--- src/rtl/matmul_pkg.sv ---
// Shared constants and types for the complex matrix-multiply datapath.
package matmul_pkg;

  // Default width of the accumulator results (signed Q20.11).
  localparam int ANCHOPALABRA = 32;

  // Number of fractional bits in the Q20.11 accumulator format.
  localparam int ACC_FRAC = 11;

  // Result collector phases: gather a full matrix, then stream it out.
  typedef enum logic [0:0] {
    COLLECT = 1'b0,
    DRAIN   = 1'b1
  } state_e;

  // Index width that never collapses to zero bits.
  function automatic int clog2_min1(input int value);
    int w;
    w = $clog2(value);
    if (w < 1) begin
      w = 1;
    end else begin
      w = w;
    end
    return w;
  endfunction

endpackage

--- src/rtl/result_collector_if.sv ---
// Row-major result stream: valid/ready handshake with data and row/col tags.
interface result_collector_if #(
  parameter int W    = matmul_pkg::ANCHOPALABRA,
  parameter int RC_W = 2
);
  logic            out_valid;
  logic            out_ready;
  logic [W-1:0]    out_real;
  logic [W-1:0]    out_imag;
  logic [RC_W-1:0] out_row;
  logic [RC_W-1:0] out_col;
  logic            out_last;

  modport master (
    output out_valid, out_real, out_imag, out_row, out_col, out_last,
    input  out_ready
  );

  modport slave (
    input  out_valid, out_real, out_imag, out_row, out_col, out_last,
    output out_ready
  );
endinterface

--- src/rtl/result_collector_buf.sv ---
// Element store for one result matrix: synchronous write, combinational read.
module result_buf #(
  parameter int W     = 64,
  parameter int DEPTH = 9,
  parameter int IDX_W = 4
) (
  input  logic             clk,
  input  logic             we_i,
  input  logic [IDX_W-1:0] waddr_i,
  input  logic [W-1:0]     wdata_i,
  input  logic [IDX_W-1:0] raddr_i,
  output logic [W-1:0]     rdata_o
);
  localparam logic [IDX_W-1:0] LAST_ADDR = IDX_W'(DEPTH - 1);

  // Contents are deliberately not reset; a matrix is always rewritten before it is read.
  logic [W-1:0] mem_q [DEPTH];

  // Write port: store one element when enabled and the address is in range.
  always_ff @(posedge clk) begin
    if (we_i && (waddr_i <= LAST_ADDR)) begin
      mem_q[waddr_i] <= wdata_i;
    end
  end

  // Read port: out-of-range addresses return zero instead of undefined data.
  always_comb begin
    rdata_o = '0;
    if (raddr_i <= LAST_ADDR) begin
      rdata_o = mem_q[raddr_i];
    end else begin
      rdata_o = '0;
    end
  end
endmodule

--- src/rtl/result_collector.sv ---
// Buffers one DIM x DIM complex result matrix from the accumulators and
// streams it out row-major with row/col tags over a valid/ready interface.
module result_collector #(
  parameter int ANCHOPALABRA = matmul_pkg::ANCHOPALABRA,
  parameter int DIM          = 3
) (
  input  logic                    clk,
  input  logic                    rst,
  input  logic                    ena,
  input  logic                    flag_r,
  input  logic                    flag_i,
  input  logic [ANCHOPALABRA-1:0] acc_r,
  input  logic [ANCHOPALABRA-1:0] acc_i,
  result_collector_if.master      out_if,
  output logic                    busy,
  output logic                    done,
  output logic                    err
);
  import matmul_pkg::*;

  localparam int N     = DIM * DIM;
  localparam int IDX_W = clog2_min1(N);
  localparam int RC_W  = clog2_min1(DIM);
  localparam logic [IDX_W-1:0] LAST_IDX = IDX_W'(N - 1);
  localparam logic [IDX_W-1:0] IDX_ONE  = IDX_W'(1);
  localparam logic [IDX_W-1:0] IDX_ZERO = IDX_W'(0);
  localparam logic [RC_W-1:0]  COL_LAST = RC_W'(DIM - 1);
  localparam logic [RC_W-1:0]  RC_ONE   = RC_W'(1);
  localparam logic [RC_W-1:0]  RC_ZERO  = RC_W'(0);

  state_e                      state_q, state_d;
  logic [IDX_W-1:0]            wr_idx_q, wr_idx_d;
  logic [IDX_W-1:0]            rd_idx_q, rd_idx_d;
  logic [RC_W-1:0]             row_q, row_d;
  logic [RC_W-1:0]             col_q, col_d;
  logic                        flag_q;
  logic                        err_q, err_d;
  logic                        done_q, done_d;
  logic                        we_s;
  logic                        capture_s;
  logic                        valid_s;
  logic                        handshake_s;
  logic                        last_s;
  logic [2*ANCHOPALABRA-1:0]   rdata_s;

  // A flag held high for several cycles is one event; ena gates capture only.
  assign capture_s   = ena && flag_r && !flag_q;
  assign valid_s     = (state_q == DRAIN);
  assign handshake_s = valid_s && out_if.out_ready;
  assign last_s      = (rd_idx_q == LAST_IDX);

  result_buf #(
    .W    (2 * ANCHOPALABRA),
    .DEPTH(N),
    .IDX_W(IDX_W)
  ) u_buf (
    .clk    (clk),
    .we_i   (we_s),
    .waddr_i(wr_idx_q),
    .wdata_i({acc_r, acc_i}),
    .raddr_i(rd_idx_q),
    .rdata_o(rdata_s)
  );

  // Next-state logic: fill the buffer in COLLECT, walk it row-major in DRAIN.
  always_comb begin
    state_d  = state_q;
    wr_idx_d = wr_idx_q;
    rd_idx_d = rd_idx_q;
    row_d    = row_q;
    col_d    = col_q;
    we_s     = 1'b0;
    done_d   = 1'b0;
    err_d    = err_q;
    if (flag_i != flag_r) begin
      err_d = 1'b1;
    end else begin
      err_d = err_q;
    end
    case (state_q)
      COLLECT: begin
        if (capture_s) begin
          we_s = 1'b1;
          if (wr_idx_q == LAST_IDX) begin
            wr_idx_d = IDX_ZERO;
            rd_idx_d = IDX_ZERO;
            row_d    = RC_ZERO;
            col_d    = RC_ZERO;
            state_d  = DRAIN;
          end else begin
            wr_idx_d = wr_idx_q + IDX_ONE;
          end
        end else begin
          wr_idx_d = wr_idx_q;
        end
      end
      DRAIN: begin
        // Captures while draining are dropped; they only flag an overrun.
        if (capture_s) begin
          err_d = 1'b1;
        end else begin
          err_d = err_d;
        end
        if (handshake_s) begin
          rd_idx_d = rd_idx_q + IDX_ONE;
          if (col_q == COL_LAST) begin
            col_d = RC_ZERO;
            row_d = row_q + RC_ONE;
          end else begin
            col_d = col_q + RC_ONE;
          end
          if (last_s) begin
            state_d = COLLECT;
            done_d  = 1'b1;
          end else begin
            state_d = DRAIN;
          end
        end else begin
          rd_idx_d = rd_idx_q;
        end
      end
      default: begin
        state_d = COLLECT;
      end
    endcase
  end

  // State, counters, flag history and status registers.
  always_ff @(posedge clk or posedge rst) begin
    if (rst) begin
      state_q  <= COLLECT;
      wr_idx_q <= IDX_ZERO;
      rd_idx_q <= IDX_ZERO;
      row_q    <= RC_ZERO;
      col_q    <= RC_ZERO;
      flag_q   <= 1'b0;
      err_q    <= 1'b0;
      done_q   <= 1'b0;
    end else begin
      state_q  <= state_d;
      wr_idx_q <= wr_idx_d;
      rd_idx_q <= rd_idx_d;
      row_q    <= row_d;
      col_q    <= col_d;
      flag_q   <= flag_r;
      err_q    <= err_d;
      done_q   <= done_d;
    end
  end

  // Data and tags are forced to zero whenever no element is offered.
  assign out_if.out_valid = valid_s;
  assign out_if.out_real  = valid_s ? rdata_s[2*ANCHOPALABRA-1:ANCHOPALABRA] : '0;
  assign out_if.out_imag  = valid_s ? rdata_s[ANCHOPALABRA-1:0] : '0;
  assign out_if.out_row   = valid_s ? row_q : RC_ZERO;
  assign out_if.out_col   = valid_s ? col_q : RC_ZERO;
  assign out_if.out_last  = valid_s && last_s;
  assign busy             = valid_s;
  assign done             = done_q;
  assign err              = err_q;
endmodule

--- src/flat_wrapper.sv ---
// flat-port wrapper written by rule: the top's interface ports become plain ports
module result_collector_flat import matmul_pkg::*;
#(
  parameter int ANCHOPALABRA = matmul_pkg::ANCHOPALABRA,
  parameter int DIM          = 3
)
  (clk, rst, ena, flag_r, flag_i, acc_r, acc_i, busy, done, err, out_if_out_valid, out_if_out_real, out_if_out_imag, out_if_out_row, out_if_out_col, out_if_out_last, out_if_out_ready);
  result_collector_if #(.W((32)), .RC_W((2))) out_if_i ();
  input  logic clk;
  input  logic rst;
  input  logic ena;
  input  logic flag_r;
  input  logic flag_i;
  input  logic [ANCHOPALABRA-1:0] acc_r;
  input  logic [ANCHOPALABRA-1:0] acc_i;
  output logic busy;
  output logic done;
  output logic err;
  output wire logic [$bits(out_if_i.out_valid)-1:0] out_if_out_valid;
  output wire logic [$bits(out_if_i.out_real)-1:0] out_if_out_real;
  output wire logic [$bits(out_if_i.out_imag)-1:0] out_if_out_imag;
  output wire logic [$bits(out_if_i.out_row)-1:0] out_if_out_row;
  output wire logic [$bits(out_if_i.out_col)-1:0] out_if_out_col;
  output wire logic [$bits(out_if_i.out_last)-1:0] out_if_out_last;
  input wire logic [$bits(out_if_i.out_ready)-1:0] out_if_out_ready;
  assign out_if_out_valid = out_if_i.out_valid;
  assign out_if_out_real = out_if_i.out_real;
  assign out_if_out_imag = out_if_i.out_imag;
  assign out_if_out_row = out_if_i.out_row;
  assign out_if_out_col = out_if_i.out_col;
  assign out_if_out_last = out_if_i.out_last;
  assign out_if_i.out_ready = out_if_out_ready;
  result_collector #(.ANCHOPALABRA(ANCHOPALABRA), .DIM(DIM)) u_core (.clk(clk), .rst(rst), .ena(ena), .flag_r(flag_r), .flag_i(flag_i), .acc_r(acc_r), .acc_i(acc_i), .out_if(out_if_i), .busy(busy), .done(done), .err(err));
endmodule
--- config.mk ---
export PLATFORM = sky130hd
export DESIGN_NAME = result_collector_flat
export DESIGN_NICKNAME = d
export VERILOG_FILES = /design/src/rtl/matmul_pkg.sv /design/src/rtl/result_collector_if.sv /design/src/rtl/result_collector_buf.sv /design/src/rtl/result_collector.sv /design/src/flat_wrapper.sv
export SDC_FILE = /design/constraint.sdc
export NUM_CORES = 1
export LEC_CHECK = 0
export ABC_AREA = 1
export CORE_UTILIZATION = 38
export CTS_CLUSTER_DIAMETER = 200
export DETAILED_ROUTE_END_ITERATION = 10
export RECOVER_POWER = 100
export SLEW_MARGIN = 20
export SYNTH_ARGS = -nofsm -noshare
export SYNTH_HDL_FRONTEND = slang
export SYNTH_HIERARCHICAL = 1
export SYNTH_SLANG_ARGS = --single-unit
--- constraint.sdc ---
create_clock -name clk -period 10.6 [get_ports clk]
set_clock_uncertainty 0.1 [all_clocks]
set_input_delay 2.12 -clock clk [delete_from_list [all_inputs] [get_ports clk]]
set_output_delay 2.12 -clock clk [all_outputs]
set_load 0.005 [all_outputs]
==> results_dict.tcl, run 1 <==
set metrics [dict create \
    grt_pass1_wl_um 94600 \
    p_leak_uw 0.0114 \
    largest_net_degree_at_the_start_of_global_routing 95 \
    synth-adder-area-share_pct 0.201 \
    nets_in_the_synthesized_netlist 2342 \
    synth_area_sq_um 24900 \
    timing.max_slew.rel_slack_pct -195 \
    multiInputGateArea_sq_um 5610 \
    maxCapViolations 19 \
    synth.distinct_cells 29 \
    clock_power_share_pct 27.0 \
    yosysSeqAreaShare_pct 71.1 \
    number_of_standard_cells_after_synthesis 2268 \
    initial_utilization_pct 38.6 \
    cts_tree "done" \
    worstMarginPinSlew_ps 4420 \
    synthXorXnorAreaFrac_pct 0.105 \
    synth_ff_type "sky130_fd_sc_hd__edfxtp_1" \
    io-pin-count 143 \
    grt_antenna_before_repair 14 \
    clock_tree.buffer_depth 3 \
    globalRoute.totalOverflow 0 \
    final.period_utilization_pct 77.1 \
    synth_compound_area_share_pct 2.16 \
    register_area_sq_um 17700 \
    cts_inserted_buffers 58 \
    vdd_ir_drop_max_uv 145 \
    postLayoutSetupSlackWorst_ps 2420 \
    final_net_count 2448 \
    cp.arrival_ps 8210 \
    startpoint_type_of_the_worst_setup_path "input port" \
    synth_enable_flop_cells 576 \
    endpoint_kind "flip-flop" \
    post_synthesis_mean_instance_area_sq_um 11.0 \
    die_width_um 258 \
    muxShareOfSynthArea_pct 0 \
    p_int_uw 4680 \
    grt_pass1_vias 16000 \
    path_class "in -> reg" \
    cts.reportedPaths.clkPinSlew_ps 60 \
    place.detailed.hpwl_um 31400 \
    post-route-drc-count 0 \
    area.growth.synth_to_final_pct 14.9 \
    drt-pass1-iter-count 8 \
    synthesis.yosys.warnings 6 \
    power.share.sequential_pct 37.5 \
    result_of_the_run "finished with violations" \
    clock_sink_count 592 \
    detailedRoute.firstIterationViolations 1382 \
    wirelength_um 61800 \
    layout.cells.most_common "sky130_fd_sc_hd__nand2_1" \
    placement.io_buffers 142 \
    finalSetupViolations 0 \
    unrepaired_setup_endpoints_after_global_routing "no" \
    num-fill-cells 5968 \
    cts.root.buffer_cell "sky130_fd_sc_hd__clkbuf_16" \
    worstHoldPathType "reg -> reg" \
    std_cell_rows 93 \
    final_weighted_congestion_in_routability_driven_placement 0.778 \
    cts_resized 0 \
    cts.htree.levels 2 \
    synth_simple_gate_area_share_pct 20.0 \
    design.core.area_sq_um 64600 \
    hold_slack_ps 381 \
    fin_tns_setup_ps 0 \
    pre_cts_ws_ps 4570 \
    synth-async-reset-ratio_pct 2.70 \
    cts_hold_buffers 0 \
    overall_die_area_sq_um 66600 \
    fmax_ghz 0.122 \
    crit_path_max_fanout 49 \
    grt.total_usage_pct 18.6 \
    detail_route.wl_per_cell_um 18.8 \
    comb_power_share_pct 35.5 \
    detailroute.via_count 16300 \
    final-max-slew-violation-count 703 \
    layout.cells.most_common_list "sky130_fd_sc_hd__nand2_1 (868), sky130_fd_sc_hd__edfxtp_1 (576), sky130_fd_sc_hd__nand3_1 (275)" \
    violations_in_the_final_reports "max-capacitance violations, max-slew violations" \
    drt-vias-per-instance 4.96 \
    post-route-min-period_ps 8180 \
    clock_insertion_delay_worst_skew_ps 620 \
    dieHeight_um 258 \
    drive_gt1_share_pct 4.13 \
    power.share.switching_pct 35.8 \
    netSwitchingPower_uw 2610 \
    required_ps 10630 \
    power.density_cell_area_nw_per_um2 255 \
    cts.repair_timing.setup_buffer_count 0 \
    timing_hold_violations_final 0 \
    synth_top_family_by_area "simple AND/OR/NAND/NOR gates" \
    antenna_violating_nets_post_route 0 \
    synth.ff_latch_count 592 \
]
[cell type report]
class / instances / area share [%]
flip-flops and latches: 592 / 61.9
multi-input cells: 1327 / 19.6
repair buffers: 164 / 5.39
clock buffers: 76 / 5.38
well taps: 855 / 3.74
inverters: 231 / 3.08
clock inverters: 32 / 0.918
diodes: 6 / 0.0525
[metrics by stage]
step	utilization, %	power, uW	area [sq um]	cells
floorplan	-	4440	24900	2268
global placement	41.7	5440	26900	3169
detailed placement	41.7	5470	26900	3169
CTS	44.5	7460	28700	3277
global route	44.3	7760	28600	3281
finish	44.3	7290	28600	3283
[critical path, cell delays in order]
cell and delay, ps:
sky130_fd_sc_hd__dlygate4sd3_1 590, sky130_fd_sc_hd__nand2_1 70, sky130_fd_sc_hd__nor2_1 190, sky130_fd_sc_hd__nand2_1 160, sky130_fd_sc_hd__inv_1 200, sky130_fd_sc_hd__inv_1 80
sky130_fd_sc_hd__a21oi_1 220, sky130_fd_sc_hd__nand3_1 180, sky130_fd_sc_hd__nor2_1 1640, sky130_fd_sc_hd__clkbuf_1 2720
[worst paths after layout]
check / startpoint / cells after the start / endpoint / slack [ps]
hold reg to reg: u_core/err / 2 / u_core/err / 380
hold / removal: u_core/err / 2 / u_core/err / 380
setup reg to reg: u_core/busy / 9 / u_core/u_buf/mem_q[5][56] / 3560
setup / recovery: flag_r / 10 / u_core/u_buf/mem_q[5][56] / 2420
max in group asynchronous: rst / 2 / u_core/rd_idx_q[1] / 7990
min in group asynchronous: rst / 2 / u_core/wr_idx_q[2] / 1920
[power by group through the flow]
| stage | logic [uW] | clock network [uW] | registers (uW) |
|---|---|---|---|
| 2_1_floorplan | 1720 | 0 | 2710 |
| 5_1_grt | 2910 | 2110 | 2740 |
| 3_3_place_gp | 2660 | 0 | 2780 |
| 3_5_place_dp | 2690 | 0 | 2780 |
| 6_report | 2590 | 1970 | 2730 |
| 4_1_cts | 2710 | 2020 | 2730 |
[synth_stat cells (9+ instances only)]
cell	n	area (sq um)
sky130_fd_sc_hd__a21oi_1	9	45.0
sky130_fd_sc_hd__buf_1	13	48.8
sky130_fd_sc_hd__buf_2	62	310
sky130_fd_sc_hd__buf_4	19	143
sky130_fd_sc_hd__buf_6	17	191
sky130_fd_sc_hd__dfrtp_1	16	400
sky130_fd_sc_hd__edfxtp_1	576	17300
sky130_fd_sc_hd__inv_1	223	837
sky130_fd_sc_hd__nand2_1	865	3250
sky130_fd_sc_hd__nand3_1	274	1370
sky130_fd_sc_hd__nor2_1	76	285
sky130_fd_sc_hd__o211ai_1	27	203
sky130_fd_sc_hd__o21ai_0	49	245
sky130_fd_sc_hd__o21ai_1	9	45.0
[sequential cells by signal (all words and copies together) (netlist names)]
register	flops
u_core/u_buf/mem_q	576
u_core/row_q	2
u_core/busy	1
u_core/flag_q	1
u_core/wr_idx_q	4
u_core/err	1
u_core/done	1
u_core/col_q	2
u_core/rd_idx_q	4
[per-layer routing]
layer / vias up / share of wire, % / global-route usage [%]
li1: 7747 / - / -
met5: - / 0.094 / 0
met1: 7916 / 43 / 24.2
met2: 495 / 49 / 31.5
met3: 122 / 5.5 / 2.88
met4: 8 / 2.5 / 6.71
[cell families after synthesis]
logic type      after synthesis
fa+ha+maj                     4
flops                       592
buf+inv                     349
simple gates               1226
xor+xnor                      3
compound gates               94
Note: power is estimated with default switching activity, not from simulation.
==> inputs of run 2 (changes only) <==
- clock period: 10.6 -> 8.5 ns (I/O delays scaled with it)
==> results_dict.tcl, run 2 (synthesis results as in run 1) <==
set metrics [dict create \
    cts_tree "done" \
    clock_tree.buffer_depth 3 \
    instances_no_fill 3280 \
    cts_inserted_buffers 58 \
    post-route-min-period_ps 7110 \
    cp.arrival_ps 7140 \
    met3_wirelength_um 3410 \
    fin_tns_setup_ps 0 \
    final_net_count 2449 \
    drt-pass1-iter-count 5 \
    highest_metal_used "met5" \
    grt_pass1_wl_um 93600 \
    timing_hold_violations_final 0 \
    crit_path_max_fanout 50 \
    std_cell_rows 93 \
    fmax_ghz 0.141 \
    largest_net_degree_at_the_start_of_global_routing 95 \
    detailroute.via_count 16200 \
    detailedRoute.firstIterationViolations 1164 \
    antenna_violating_nets_post_route 0 \
    largest_register "u_core/u_buf/mem_q" \
    maxCapViolations 17 \
    place.detailed.hpwl_um 31400 \
    startpoint_type_of_the_worst_setup_path "input port" \
    cts_hold_buffers 0 \
    overall_die_area_sq_um 66600 \
    p_leak_uw 0.0115 \
    post-route-drc-count 0 \
    detail_route.wl_per_cell_um 18.7 \
    drive_gt1_share_pct 4.87 \
    grt.total_usage_pct 18.4 \
    violations_in_the_final_reports "max-capacitance violations, max-slew violations" \
    layout.cells.most_common_list "sky130_fd_sc_hd__nand2_1 (867), sky130_fd_sc_hd__edfxtp_1 (576), sky130_fd_sc_hd__nand3_1 (275)" \
    cts_resized 0 \
    placedCellCount 3170 \
    final-max-slew-violation-count 574 \
    globalRoute.totalOverflow 0 \
    vdd_ir_drop_max_uv 230 \
    cts.root.buffer_cell "sky130_fd_sc_hd__clkbuf_16" \
    initial_utilization_pct 38.6 \
    layout.cells.most_common "sky130_fd_sc_hd__nand2_1" \
    result_of_the_run "finished with violations" \
    num-fill-cells 5906 \
    cts.repair_timing.setup_buffer_count 0 \
    met1_length_um 26600 \
    grt_pass1_vias 15800 \
    power.density_cell_area_nw_per_um2 321 \
    reg_top3 "u_core/u_buf/mem_q x576, u_core/rd_idx_q x4, u_core/wr_idx_q x4" \
    finalSetupViolations 0 \
    worstHoldPathType "reg -> reg" \
    design.core.area_sq_um 64600 \
    area.growth.synth_to_final_pct 15.5 \
    post-layout-total-power_uw 9220 \
    worstMarginPinSlew_ps 3700 \
    drt-vias-per-instance 4.94 \
    clock_insertion_delay_worst_skew_ps 620 \
    path_class "in -> reg" \
    wirelength_um 61200 \
    multiInputGateArea_sq_um 5610 \
    required_ps 8530 \
    largest_register_ff_count 576 \
    cts.reportedPaths.clkPinSlew_ps 60 \
    cts.htree.levels 2 \
    met2_length_um 29900 \
    register_area_sq_um 17700 \
    unrepaired_setup_endpoints_after_global_routing "no" \
    clock_sink_count 592 \
    final_weighted_congestion_in_routability_driven_placement 0.771 \
    final.period_utilization_pct 83.7 \
    endpoint_kind "flip-flop" \
    placement.io_buffers 142 \
    timing.max_slew.rel_slack_pct -146 \
    io-pin-count 143 \
    hold_slack_ps 405 \
    dieHeight_um 258 \
    grt_antenna_before_repair 14 \
    die_width_um 258 \
]
[run 2: changes by cell type in the layout (fill, tap and decap cells not counted), moves of 3 or more]
cell and change:
sky130_fd_sc_hd__clkinv_4 +5, sky130_fd_sc_hd__clkbuf_16 +3, sky130_fd_sc_hd__clkbuf_2 +7, sky130_fd_sc_hd__bufinv_16 +3
sky130_fd_sc_hd__clkbuf_1 -15
[run 2: power by group]
| group | internal [uW] | switching, uW | leakage (uW) |
|---|---|---|---|
| Sequential | 3280 | 137 | 0.00537 |
| Combinational | 1160 | 2040 | 0.00519 |
| Clock | 1510 | 1090 | 0.000939 |
| Total | 5950 | 3270 | 0.0115 |
[run 2: path summary, 6_finish.rpt]
kind | start | end | slack (ps) | cells past startpoint
max | flag_r | u_core/u_buf/mem_q[4][51] | 1390 | 8
min | u_core/row_q[0] | u_core/row_q[0] | 410 | 2
max reg2reg | u_core/busy | u_core/u_buf/mem_q[4][51] | 1700 | 7
min reg2reg | u_core/row_q[0] | u_core/row_q[0] | 410 | 2
max in group asynchronous | rst | u_core/rd_idx_q[1] | 6260 | 2
min in group asynchronous | rst | u_core/rd_idx_q[0] | 1530 | 2
[run 2: per-layer routing]
metal	global-route usage [%]	vias up
met5	0	-
met4	5.00	10
met3	3.05	95
met2	31.4	443
met1	24.1	7919
li1	-	7742
[run 2: cell type report]
| type | instances | area share (%) |
|---|---|---|
| multi-input cells | 1327 | 19.5 |
| diodes | 4 | 0.0348 |
| well taps | 855 | 3.72 |
| repair buffers | 165 | 5.41 |
| clock buffers | 68 | 5.40 |
| inverters | 231 | 3.06 |
| clock inverters | 38 | 1.31 |
| flip-flops and latches | 592 | 61.6 |
[run 2: critical path: stages]
cell and delay, ps:
sky130_fd_sc_hd__dlygate4sd3_1 590, sky130_fd_sc_hd__nand2_1 80, sky130_fd_sc_hd__nor2_1 220, sky130_fd_sc_hd__nand2_1 190, sky130_fd_sc_hd__inv_1 200, sky130_fd_sc_hd__nand2_1 100, sky130_fd_sc_hd__nor2_1 1320, sky130_fd_sc_hd__clkbuf_1 2690
[run 2: through the flow]
stage | util, % | setup WS [ps] | area, sq um
after detailed placement | 41.7 | 2910 | 26900
after CTS | 44.7 | 2210 | 28900
after floorplan | - | 2810 | 24900
final | 44.5 | 1390 | 28800
after global routing | 44.5 | 968 | 28800
after global placement | 41.7 | 2870 | 26900
==> inputs of run 3 (changes only) <==
- clock period: 8.5 -> 7.11 ns (I/O delays scaled with it)
==> results_dict.tcl, run 3 (synthesis results as in run 1) <==
set metrics [dict create \
    drive_gt1_share_pct 4.71 \
    antenna_violating_nets_post_route 0 \
    detailroute.via_count 16000 \
    grt.total_usage_pct 17.7 \
    crit_path_frequent_cell "sky130_fd_sc_hd__nand2_1" \
    cts_inserted_buffers 60 \
    final_net_count 2453 \
    io-pin-count 143 \
    clock_tree.buffer_depth 3 \
    p_leak_uw 0.0115 \
    largest_register_ff_count 576 \
    placement.io_buffers 142 \
    cts.repair_timing.setup_buffer_count 0 \
    grt_antenna_before_repair 2 \
    largest_register "u_core/u_buf/mem_q" \
    grt_pass1_vias 16000 \
    die_width_um 258 \
    required_ps 5590 \
    dieHeight_um 258 \
    layout.cells.most_common "sky130_fd_sc_hd__nand2_1" \
    startpoint_type_of_the_worst_setup_path "flip-flop" \
    comb_power_share_pct 34.2 \
    worstHoldPathType "reg -> reg" \
    largest_net_degree_at_the_start_of_global_routing 250 \
    postLayoutSetupSlackWorst_ps 926 \
    cts.htree.levels 2 \
    layout.cells.most_common_list "sky130_fd_sc_hd__nand2_1 (866), sky130_fd_sc_hd__edfxtp_1 (576), sky130_fd_sc_hd__nand3_1 (275)" \
    clock_power_share_pct 28.0 \
    cts_hold_buffers 0 \
    detailedRoute.firstIterationViolations 1276 \
    violations_in_the_final_reports "max-capacitance violations, max-slew violations" \
    cts.root.buffer_cell "sky130_fd_sc_hd__clkbuf_16" \
    timing.max_slew.rel_slack_pct -115 \
    drt-pass1-iter-count 6 \
    netSwitchingPower_uw 3880 \
    path_class "reg -> out" \
    cp.arrival_ps 4660 \
    num-fill-cells 5868 \
    power.density_cell_area_nw_per_um2 381 \
    cp_cell_sequence "nor2_4 -> nand3_4 -> clkinvlp_4 -> nand2_1 -> nand2_1 -> nand2_1 -> inv_1 -> dlygate4sd3_1" \
    clock_sink_count 592 \
    final-max-slew-violation-count 425 \
    post-route-util_pct 44.6 \
    initial_utilization_pct 38.6 \
    finalSetupViolations 0 \
    place.detailed.hpwl_um 31200 \
    power.share.switching_pct 35.4 \
    cts.reportedPaths.clkPinSlew_ps 60 \
    final_weighted_congestion_in_routability_driven_placement 0.731 \
    fin_tns_setup_ps 0 \
    max_stage_delay_ps 1330 \
    fmax_ghz 0.162 \
    post-route-min-period_ps 6180 \
    drt-vias-per-instance 4.90 \
    slowest_stage "sky130_fd_sc_hd__dfrtp_1" \
    post-layout-total-power_uw 11000 \
    endpoint_kind "output port" \
    pre_cts_ws_ps 2210 \
    wirelength_um 59000 \
    clock_insertion_delay_worst_skew_ps 600 \
    overall_die_area_sq_um 66600 \
    cts_resized 0 \
    p_int_uw 7090 \
    std_cell_rows 93 \
    final.period_utilization_pct 87.0 \
    area.growth.synth_to_final_pct 15.7 \
    grt_pass1_wl_um 91500 \
    globalRoute.totalOverflow 0 \
    post-route-drc-count 0 \
    power.share.sequential_pct 37.7 \
    crit_path_max_fanout 55 \
    design.core.area_sq_um 64600 \
    unrepaired_setup_endpoints_after_global_routing "no" \
    detail_route.wl_per_cell_um 18.0 \
    vdd_ir_drop_max_uv 234 \
    cts_tree "done" \
    worstMarginPinSlew_ps 3220 \
    result_of_the_run "finished with violations" \
    reg_top3 "u_core/u_buf/mem_q x576, u_core/rd_idx_q x4, u_core/wr_idx_q x4" \
    timing_hold_violations_final 0 \
    maxCapViolations 14 \
]
-- run 3: layout make-up --
type	instances	area (sq um)	share of cell area, %
Sequential cell	592	17700	61.4
Clock buffer	69	1540	5.33
Clock inverter	33	354	1.23
Antenna cell	2	5.00	0.0174
Multi-Input combinational cell	1327	5620	19.5
Timing Repair Buffer	167	1650	5.73
Tap cell	855	1070	3.71
Inverter	231	878	3.05
-- run 3: power groups by stage --
stage               Combinational (uW)  Clock (uW)  Sequential (uW)
global route                      4230        3250             4160
finish                            3760        3080             4140
detailed placement                3930           0             4220
floorplan                         2570           0             4040
global placement                  3890           0             4210
CTS                               3950        3140             4150
-- run 3: metal layers --
metal	GRT usage, %	vias up	routed length, um
li1	-	7737	-
met1	23.0	7813	25500
met2	30.6	398	29300
met3	2.34	95	2780
met4	5.54	0	1360
met5	0	-	0
-- run 3: metrics by stage --
step | cell area [sq um] | hold slack (ps) | cells
after global placement | 27000 | 362 | 3168
after detailed placement | 27000 | 385 | 3170
after CTS | 28900 | 398 | 3272
after global routing | 28800 | 429 | 3276
after floorplan | 24900 | 359 | 2268
final | 28800 | 379 | 3276
-- run 3: final timing paths --
check	from	endpoint	cells after the start	slack [ps]
setup reg to reg	u_core/busy	u_core/u_buf/mem_q[2][13]	9	1720
min in group asynchronous	rst	u_core/err	2	1250
hold reg to reg	u_core/err	u_core/err	2	380
setup / recovery	u_core/rd_idx_q[2]	out_if_out_imag[10]	8	930
max in group asynchronous	rst	u_core/rd_idx_q[0]	2	5170
hold / removal	u_core/err	u_core/err	2	380
-- run 3: critical path: cells and delay by family (launching register included) --
kind	cells	cell delay [ps]
flip-flops	1	1330
buffers and inverters	3	1660
AND/OR/NAND/NOR	5	1030
